File: config.mk
export PLATFORM = sky130hd
export DESIGN_NAME = sram_lvt_multiport_flat
export DESIGN_NICKNAME = d
export VERILOG_FILES = /design/src/rtl/sram_lvt_multiport_if.sv /design/src/rtl/sram_lvt_multiport.sv /design/src/flat_wrapper.sv
export SDC_FILE = /design/constraint.sdc
export NUM_CORES = 1
export LEC_CHECK = 0
export CAP_MARGIN = 40
export CORE_MARGIN = 3
export CORE_UTILIZATION = 58
export DETAILED_ROUTE_END_ITERATION = 12
export DONT_BUFFER_PORTS = 1
export GPL_TIMING_DRIVEN = 0
export PLACE_DENSITY = 0.76
export SETUP_SLACK_MARGIN = 0.2
export SKIP_CTS_REPAIR_TIMING = 1
export SLEW_MARGIN = 10
export SYNTH_ARGS = -nofsm -noshare
export SYNTH_HDL_FRONTEND = slang
export SYNTH_SLANG_ARGS = --single-unit
File: constraint.sdc
create_clock -name i_clk -period 3.75 [get_ports i_clk]
set_clock_uncertainty 0.15 [all_clocks]
set_input_delay 0.75 -clock i_clk [delete_from_list [all_inputs] [get_ports i_clk]]
set_output_delay 0.75 -clock i_clk [all_outputs]
set_load 0.1 [all_outputs]
File: src/rtl/sram_lvt_multiport_if.sv
// Bus bundle for the LVT multi-port register file: write ports, read ports and the ready flag.
interface sram_lvt_multiport_if #(
    parameter int R_PORTS = 2,
    parameter int W_PORTS = 2,
    parameter int WIDTH   = 32,
    parameter int DEPTH   = 8
);
    localparam int AW = $clog2(DEPTH);

    logic [W_PORTS-1:0] i_w_e;
    logic [AW-1:0]      i_w_addr [0:W_PORTS-1];
    logic [WIDTH-1:0]   i_w_data [0:W_PORTS-1];
    logic [R_PORTS-1:0] i_r_e;
    logic [AW-1:0]      i_r_addr [0:R_PORTS-1];
    logic [WIDTH-1:0]   o_r_data [0:R_PORTS-1];
    logic               o_ready;

    modport master (
        output i_w_e, i_w_addr, i_w_data, i_r_e, i_r_addr,
        input  o_r_data, o_ready
    );

    modport slave (
        input  i_w_e, i_w_addr, i_w_data, i_r_e, i_r_addr,
        output o_r_data, o_ready
    );
endinterface

File: src/rtl/sram_lvt_multiport.sv
// Multi-read/multi-write register file: one bank per write port plus a live-value
// table (LVT) naming the bank that holds the newest value of each entry.
// After reset an optional sweep zeroes bank 0 and the LVT before traffic is accepted.
module sram_lvt_multiport #(
    parameter int R_PORTS        = 2,
    parameter int W_PORTS        = 2,
    parameter int WIDTH          = 32,
    parameter int DEPTH          = 8,
    parameter int BYPASS         = 0,
    parameter int CLEAR_ON_RESET = 1
) (
    input  logic                  i_clk,
    input  logic                  i_rst_n,
    sram_lvt_multiport_if.slave   bus
);
    localparam int AW = $clog2(DEPTH);
    localparam int LW = (W_PORTS > 1) ? $clog2(W_PORTS) : 1;

    localparam logic [1:0] ST_CLEAR = 2'd0;
    localparam logic [1:0] ST_INIT  = 2'd1;
    localparam logic [1:0] ST_READY = 2'd2;
    localparam logic [1:0] ST_RESET = (CLEAR_ON_RESET != 0) ? ST_CLEAR : ST_INIT;

    // Entry addresses beyond DEPTH-1 are out of range (DEPTH need not be a power of two).
    function automatic logic addr_ok(input logic [AW-1:0] a);
        return ({1'b0, a} < (AW+1)'(DEPTH));
    endfunction

    logic [1:0]       state_r;
    logic [AW-1:0]    clr_cnt_r;
    logic             ready_r;
    logic [WIDTH-1:0] bank_r   [W_PORTS][DEPTH];
    logic [LW-1:0]    lvt_r    [DEPTH];
    logic [W_PORTS-1:0] w_win_s;
    logic [WIDTH-1:0] rd_val_s [R_PORTS];
    logic [WIDTH-1:0] r_data_r [R_PORTS];

    // Write arbitration: a port writes only if valid and no higher-index port targets the same entry.
    always_comb begin
        w_win_s = '0;
        for (int w = 0; w < W_PORTS; w++) begin
            if (ready_r && bus.i_w_e[w] && addr_ok(bus.i_w_addr[w])) begin
                w_win_s[w] = 1'b1;
                for (int h = w + 1; h < W_PORTS; h++) begin
                    if (bus.i_w_e[h] && (bus.i_w_addr[h] == bus.i_w_addr[w])) begin
                        w_win_s[w] = 1'b0;
                    end else begin
                        w_win_s[w] = w_win_s[w];
                    end
                end
            end else begin
                w_win_s[w] = 1'b0;
            end
        end
    end

    // Read lookup: LVT selects the bank; optional forwarding of the winning same-cycle write.
    always_comb begin
        for (int r = 0; r < R_PORTS; r++) begin
            rd_val_s[r] = '0;
            if (addr_ok(bus.i_r_addr[r])) begin
                for (int w = 0; w < W_PORTS; w++) begin
                    if (lvt_r[bus.i_r_addr[r]] == LW'(w)) begin
                        rd_val_s[r] = bank_r[w][bus.i_r_addr[r]];
                    end else begin
                        rd_val_s[r] = rd_val_s[r];
                    end
                end
                if (BYPASS != 0) begin
                    for (int w = 0; w < W_PORTS; w++) begin
                        if (w_win_s[w] && (bus.i_w_addr[w] == bus.i_r_addr[r])) begin
                            rd_val_s[r] = bus.i_w_data[w];
                        end else begin
                            rd_val_s[r] = rd_val_s[r];
                        end
                    end
                end else begin
                    rd_val_s[r] = rd_val_s[r];
                end
            end else begin
                rd_val_s[r] = '0;
            end
        end
    end

    // Bank and LVT storage: the clear sweep owns bank 0 and the LVT, otherwise winners write.
    always_ff @(posedge i_clk) begin
        if (state_r == ST_CLEAR) begin
            bank_r[0][clr_cnt_r] <= '0;
            lvt_r[clr_cnt_r]     <= '0;
        end else begin
            for (int w = 0; w < W_PORTS; w++) begin
                if (w_win_s[w]) begin
                    bank_r[w][bus.i_w_addr[w]] <= bus.i_w_data[w];
                    lvt_r[bus.i_w_addr[w]]     <= LW'(w);
                end
            end
        end
    end

    // Start-up sequencer: CLEAR sweeps one entry per cycle, INIT waits one cycle, READY is terminal.
    always_ff @(posedge i_clk or negedge i_rst_n) begin
        if (!i_rst_n) begin
            state_r   <= ST_RESET;
            clr_cnt_r <= '0;
            ready_r   <= 1'b0;
        end else begin
            case (state_r)
                ST_CLEAR: begin
                    if (clr_cnt_r == AW'(DEPTH - 1)) begin
                        state_r   <= ST_READY;
                        ready_r   <= 1'b1;
                        clr_cnt_r <= '0;
                    end else begin
                        clr_cnt_r <= clr_cnt_r + AW'(1);
                    end
                end
                ST_INIT: begin
                    state_r <= ST_READY;
                    ready_r <= 1'b1;
                end
                ST_READY: begin
                    state_r <= ST_READY;
                    ready_r <= 1'b1;
                end
                default: begin
                    state_r   <= ST_RESET;
                    clr_cnt_r <= '0;
                    ready_r   <= 1'b0;
                end
            endcase
        end
    end

    // Registered read data: zero until ready, then updated per enabled port and held otherwise.
    always_ff @(posedge i_clk or negedge i_rst_n) begin
        if (!i_rst_n) begin
            for (int r = 0; r < R_PORTS; r++) begin
                r_data_r[r] <= '0;
            end
        end else if (!ready_r) begin
            for (int r = 0; r < R_PORTS; r++) begin
                r_data_r[r] <= '0;
            end
        end else begin
            for (int r = 0; r < R_PORTS; r++) begin
                if (bus.i_r_e[r]) begin
                    r_data_r[r] <= rd_val_s[r];
                end
            end
        end
    end

    // Drive the bus outputs from the registers.
    always_comb begin
        for (int r = 0; r < R_PORTS; r++) begin
            bus.o_r_data[r] = r_data_r[r];
        end
        bus.o_ready = ready_r;
    end
endmodule
File: src/flat_wrapper.sv
// flat-port wrapper written by rule: the top's interface ports become plain ports
module sram_lvt_multiport_flat 
#(
    parameter int R_PORTS        = 2,
    parameter int W_PORTS        = 2,
    parameter int WIDTH          = 32,
    parameter int DEPTH          = 8,
    parameter int BYPASS         = 0,
    parameter int CLEAR_ON_RESET = 1
)
  (i_clk, i_rst_n, bus_i_w_e, bus_i_w_addr, bus_i_w_data, bus_i_r_e, bus_i_r_addr, bus_o_r_data, bus_o_ready);
  sram_lvt_multiport_if #(.R_PORTS(R_PORTS), .W_PORTS(W_PORTS), .WIDTH(WIDTH), .DEPTH(DEPTH)) bus_i ();
  input  logic i_clk;
  input  logic i_rst_n;
  input wire logic [$bits(bus_i.i_w_e)-1:0] bus_i_w_e;
  input wire logic [$bits(bus_i.i_w_addr)-1:0] bus_i_w_addr;
  input wire logic [$bits(bus_i.i_w_data)-1:0] bus_i_w_data;
  input wire logic [$bits(bus_i.i_r_e)-1:0] bus_i_r_e;
  input wire logic [$bits(bus_i.i_r_addr)-1:0] bus_i_r_addr;
  output wire logic [$bits(bus_i.o_r_data)-1:0] bus_o_r_data;
  output wire logic [$bits(bus_i.o_ready)-1:0] bus_o_ready;
  assign bus_i.i_w_e = bus_i_w_e;
  assign bus_i.i_w_addr = {>>{bus_i_w_addr}};
  assign bus_i.i_w_data = {>>{bus_i_w_data}};
  assign bus_i.i_r_e = bus_i_r_e;
  assign bus_i.i_r_addr = {>>{bus_i_r_addr}};
  assign bus_o_r_data = {>>{bus_i.o_r_data}};
  assign bus_o_ready = bus_i.o_ready;
  sram_lvt_multiport #(.R_PORTS(R_PORTS), .W_PORTS(W_PORTS), .WIDTH(WIDTH), .DEPTH(DEPTH), .BYPASS(BYPASS), .CLEAR_ON_RESET(CLEAR_ON_RESET)) u_core (.i_clk(i_clk), .i_rst_n(i_rst_n), .bus(bus_i));
endmodule
==> results.txt <==
The final critical path takes up 85.4% of the cycle. The number of input and output port buffers inserted came out at 0. The number of warnings reported in the yosys synthesis log is 0. The number of antenna violations at the first check in global routing was 3.

The number of enable-type register cells in the synthesized netlist came out at 512. The register cell area after layout came out at 17,200 um2. Clock-pin slew was measured on the worst setup and hold paths at 0.07 ns. In the synthesized netlist the dominant register cell turns out to be sky130_fd_sc_hd__edfxtp_1. The clock insertion delay at the later pin of the skew report came out at 0.62 ns.

The number of remaining DRC errors came out at 0. The chip height came out at 228 um. The CTS tree is yes. The core footprint came out at 48,100 um2. The H-tree generated during clock tree synthesis spans 2 levels.

The actual transition at the worst max-transition pin is 0.924 ns. The instance count of the mapped netlist came out at 1,639. After detailed routing, the average wire length per cell comes to 33.6 um. The arrival time at the worst endpoint came out at 3.37 ns. For this block, the initial DRC count from the detailed router was 2,502. Of all nets on the critical path, the largest fanout is 20. The proportion of layout cells with a drive suffix above 1 came out at 28.3%. In this run the core area contains 80 standard-cell rows. The floorplan die width came out at 228 um.

In this run the tightest slew margin relative to its limit is 37.9%. The total I/O pin count is 147. The tool flagged a number of max-cap violations equal to 0. The register-to-register setup slack is 0.55 ns. By startpoint and endpoint, the worst setup path is classified as reg2reg. The global-route wire length before repair is 124,000 um. The area of the die came out at 51,900 um2. The global placer's final weighted congestion came out at 0.917. The number of optimization iterations in the first detailed-route pass is 6.

After filler insertion, the fill cell instance count of the layout stands at 2,971. Setup repair after global routing left no endpoint under its margin. The flop and latch count out of synthesis is 588. Entering global routing, the biggest net connects 69 pins.

The minimum clock period came out at 3.20 ns. The total routing usage reported by global routing is 32.8%. Setup violations remaining at the end of the flow were counted as 0. The cell sitting at the root of the clock tree is a sky130_fd_sc_hd__clkbuf_16. The initial utilization of the core area, before any placement, comes to 59.3%.

The achievable clock frequency came out at 312 MHz. The number of CTS-inserted buffers came out at 59. The library cells used most frequently in the layout, excluding fill and tap cells, are 512 x sky130_fd_sc_hd__edfxtp_1, 260 x sky130_fd_sc_hd__mux4_2, 258 x sky130_fd_sc_hd__and2_1, 131 x sky130_fd_sc_hd__mux2i_1, 78 x sky130_fd_sc_hd__buf_16. The cell area after synthesis came out at 28,500 um2.

After layout, the design draws a total of 0.0164 W. The flow ran to the end, and the final reports show no timing, DRC or antenna violations. In the final layout, the multi-input gates occupy 10,700 um2. The detailed-route vias per instance is 6.98. The min-delay analysis places its worst path in the category in2reg.

The total length of routed met3 wires is 10,200 um. The growth of design area from synthesis to finish is 18.2%. The met1 routed wirelength after detailed routing came out at 30,200 um. A synthesized cell averages 17.4 um2. The post-synthesis async set-or-reset flop share came out at 11.6%.

The overall routed net length is 84,600 um. The detailed-placement wirelength estimate is 60,500 um. The final-layout setup total negative slack is 0 ns.

The maximum vdd ir drop is 487 uV. The areal power density over the cells is 485 nW/um2. The startpoint type of the worst setup path is a flop.

After detailed routing, no signal wire sits above met4. The final max-slew violation count is 0. The number of nets with antenna violations after routing came out at 0.

The share of the yosys chip area belonging to registers is 60.4%. The buffer levels on the longest clock path came out at 3. Leaving out fill and tap cells, the most frequent cell in the layout is sky130_fd_sc_hd__edfxtp_1. When the netlist entered floorplanning its net count stood at 1,723. The via count of the first global-routing pass was 18,300. The endpoint required time on the critical path is 3.92 ns. For this run the aggregate overflow at the end of global routing stands at 0. STA classifies the critical path endpoint as a flop. The net count of the finished layout is 1,890. In this run the static leakage power is 12.2 nW. The synthesized netlist contains 42 unique library cells. The detailed-routed wire length on met2 came out at 40,500 um. The number of clock sinks came out at 588. The number of hold violations in the final report is 0. The vias after detailed routing is 17,500.
[logic make-up after synthesis]
| family | after synthesis | share of synthesized area (%) |
|---|---|---|
| AOI/OAI and AO/OA | 144 | 4.10 |
| xor gates and xnor gates | 3 | 0.0921 |
| adders and majority gates | 2 | 0.0877 |
| buffers and inverters | 139 | 2.38 |
| DFF | 588 | 60.4 |
| muxes | 395 | 25.3 |
| and+or+nand+nor | 368 | 7.64 |
[per-layer routing]
metal  GRT usage, %  up-vias
met1           44.1     9058
met2           52.0     1320
met5              0        -
met4           13.0        0
li1               -     6967
met3           8.31      202
[sequential cells by signal, indices dropped and copies added (netlist names)]
register	flops
u_core.bank_r	512
u_core.bus.o_r_data	64
u_core.clr_cnt_r	3
u_core.lvt_r	8
u_core.state_r	1
[worst max-delay path, stage by stage (launching register included)]
cell and delay, ns:
sky130_fd_sc_hd__dfrtp_1 0.45, sky130_fd_sc_hd__buf_16 0.20, sky130_fd_sc_hd__nand2_1 0.08, sky130_fd_sc_hd__a41o_4 0.30, sky130_fd_sc_hd__nor4b_4 0.65, sky130_fd_sc_hd__nand2b_2 0.80, sky130_fd_sc_hd__buf_16 0.24
[cell usage after synthesis, types with 2 or more instances]
cell type,number,share of area (%)
sky130_fd_sc_hd__nand2_1,10,0.13
sky130_fd_sc_hd__nand2b_1,5,0.11
sky130_fd_sc_hd__nor4b_4,2,0.17
sky130_fd_sc_hd__inv_1,3,0.039
sky130_fd_sc_hd__dfxtp_1,8,0.56
sky130_fd_sc_hd__or3_1,3,0.066
sky130_fd_sc_hd__or2_1,2,0.044
sky130_fd_sc_hd__buf_1,11,0.14
sky130_fd_sc_hd__mux2_2,2,0.079
sky130_fd_sc_hd__a21oi_1,2,0.035
sky130_fd_sc_hd__o22ai_1,3,0.066
sky130_fd_sc_hd__clkbuf_1,53,0.70
sky130_fd_sc_hd__o32ai_1,2,0.061
sky130_fd_sc_hd__nor2_1,72,0.95
sky130_fd_sc_hd__mux4_2,260,21
sky130_fd_sc_hd__xnor2_1,3,0.092
sky130_fd_sc_hd__buf_4,25,0.66
sky130_fd_sc_hd__nor2b_1,3,0.066
sky130_fd_sc_hd__nor4_4,3,0.22
sky130_fd_sc_hd__o21ai_1,67,1.2
sky130_fd_sc_hd__o311a_1,2,0.070
sky130_fd_sc_hd__and2_1,258,5.7
sky130_fd_sc_hd__nand3_1,4,0.070
sky130_fd_sc_hd__ha_1,2,0.088
sky130_fd_sc_hd__mux2i_1,131,4.6
sky130_fd_sc_hd__dfrtp_1,68,6.0
sky130_fd_sc_hd__buf_2,44,0.77
sky130_fd_sc_hd__edfxtp_1,512,54
sky130_fd_sc_hd__o221a_1,64,2.5
sky130_fd_sc_hd__a211o_1,2,0.061
sky130_fd_sc_hd__nor3_1,2,0.035
[per-stage QoR]
| step | instances | instance area, um2 | hold WS [ns] | setup slack [ns] | utilization, % |
|---|---|---|---|---|---|
| after floorplan | 1639 | 28500 | 0.286 | -0.303 | - |
| after global placement | 2295 | 29400 | 0.303 | -2.06 | 61.0 |
| after detailed placement | 2399 | 31900 | 0.307 | 0.208 | 66.2 |
| after CTS | 2510 | 33700 | -0.347 | 0.554 | 70.0 |
| after global routing | 2512 | 33700 | 0.0563 | 0.515 | 70.0 |
| final | 2514 | 33700 | 0.0703 | 0.546 | 70.0 |
[power by group]
| group | internal, W | switching (W) |
|---|---|---|
| Sequential | 0.00731 | 0.000299 |
| Combinational | 0.00125 | 0.00185 |
| Clock | 0.00315 | 0.00250 |
[path summary, 6_finish.rpt]
check | start | end | depth (start not counted)
worst max-delay path | u_core.state_r[1] | u_core.bank_r[0][113] | 6
worst min-delay path | bus_i_w_data[8] | u_core.bank_r[0][392] | 0
worst max register to register | u_core.state_r[1] | u_core.bank_r[0][113] | 6
worst min register to register | u_core.lvt_r[3] | u_core.lvt_r[3] | 2
max in group asynchronous | i_rst_n | u_core.clr_cnt_r[2] | 2
min in group asynchronous | i_rst_n | u_core.bus.o_r_data[49] | 2
[layout make-up]
| type | instances | share of cell area, % |
|---|---|---|
| Inverter | 5 | 0.0557 |
| Buffer | 134 | 1.96 |
| Clock inverter | 23 | 0.397 |
| Clock buffer | 88 | 4.98 |
| Sequential cell | 588 | 51.1 |
| Timing Repair Buffer | 106 | 7.24 |
| Tap cell | 656 | 2.43 |
| Antenna cell | 2 | 0.0148 |
| Multi-Input combinational cell | 912 | 31.8 |
Note: power is estimated with default switching activity, not from simulation.
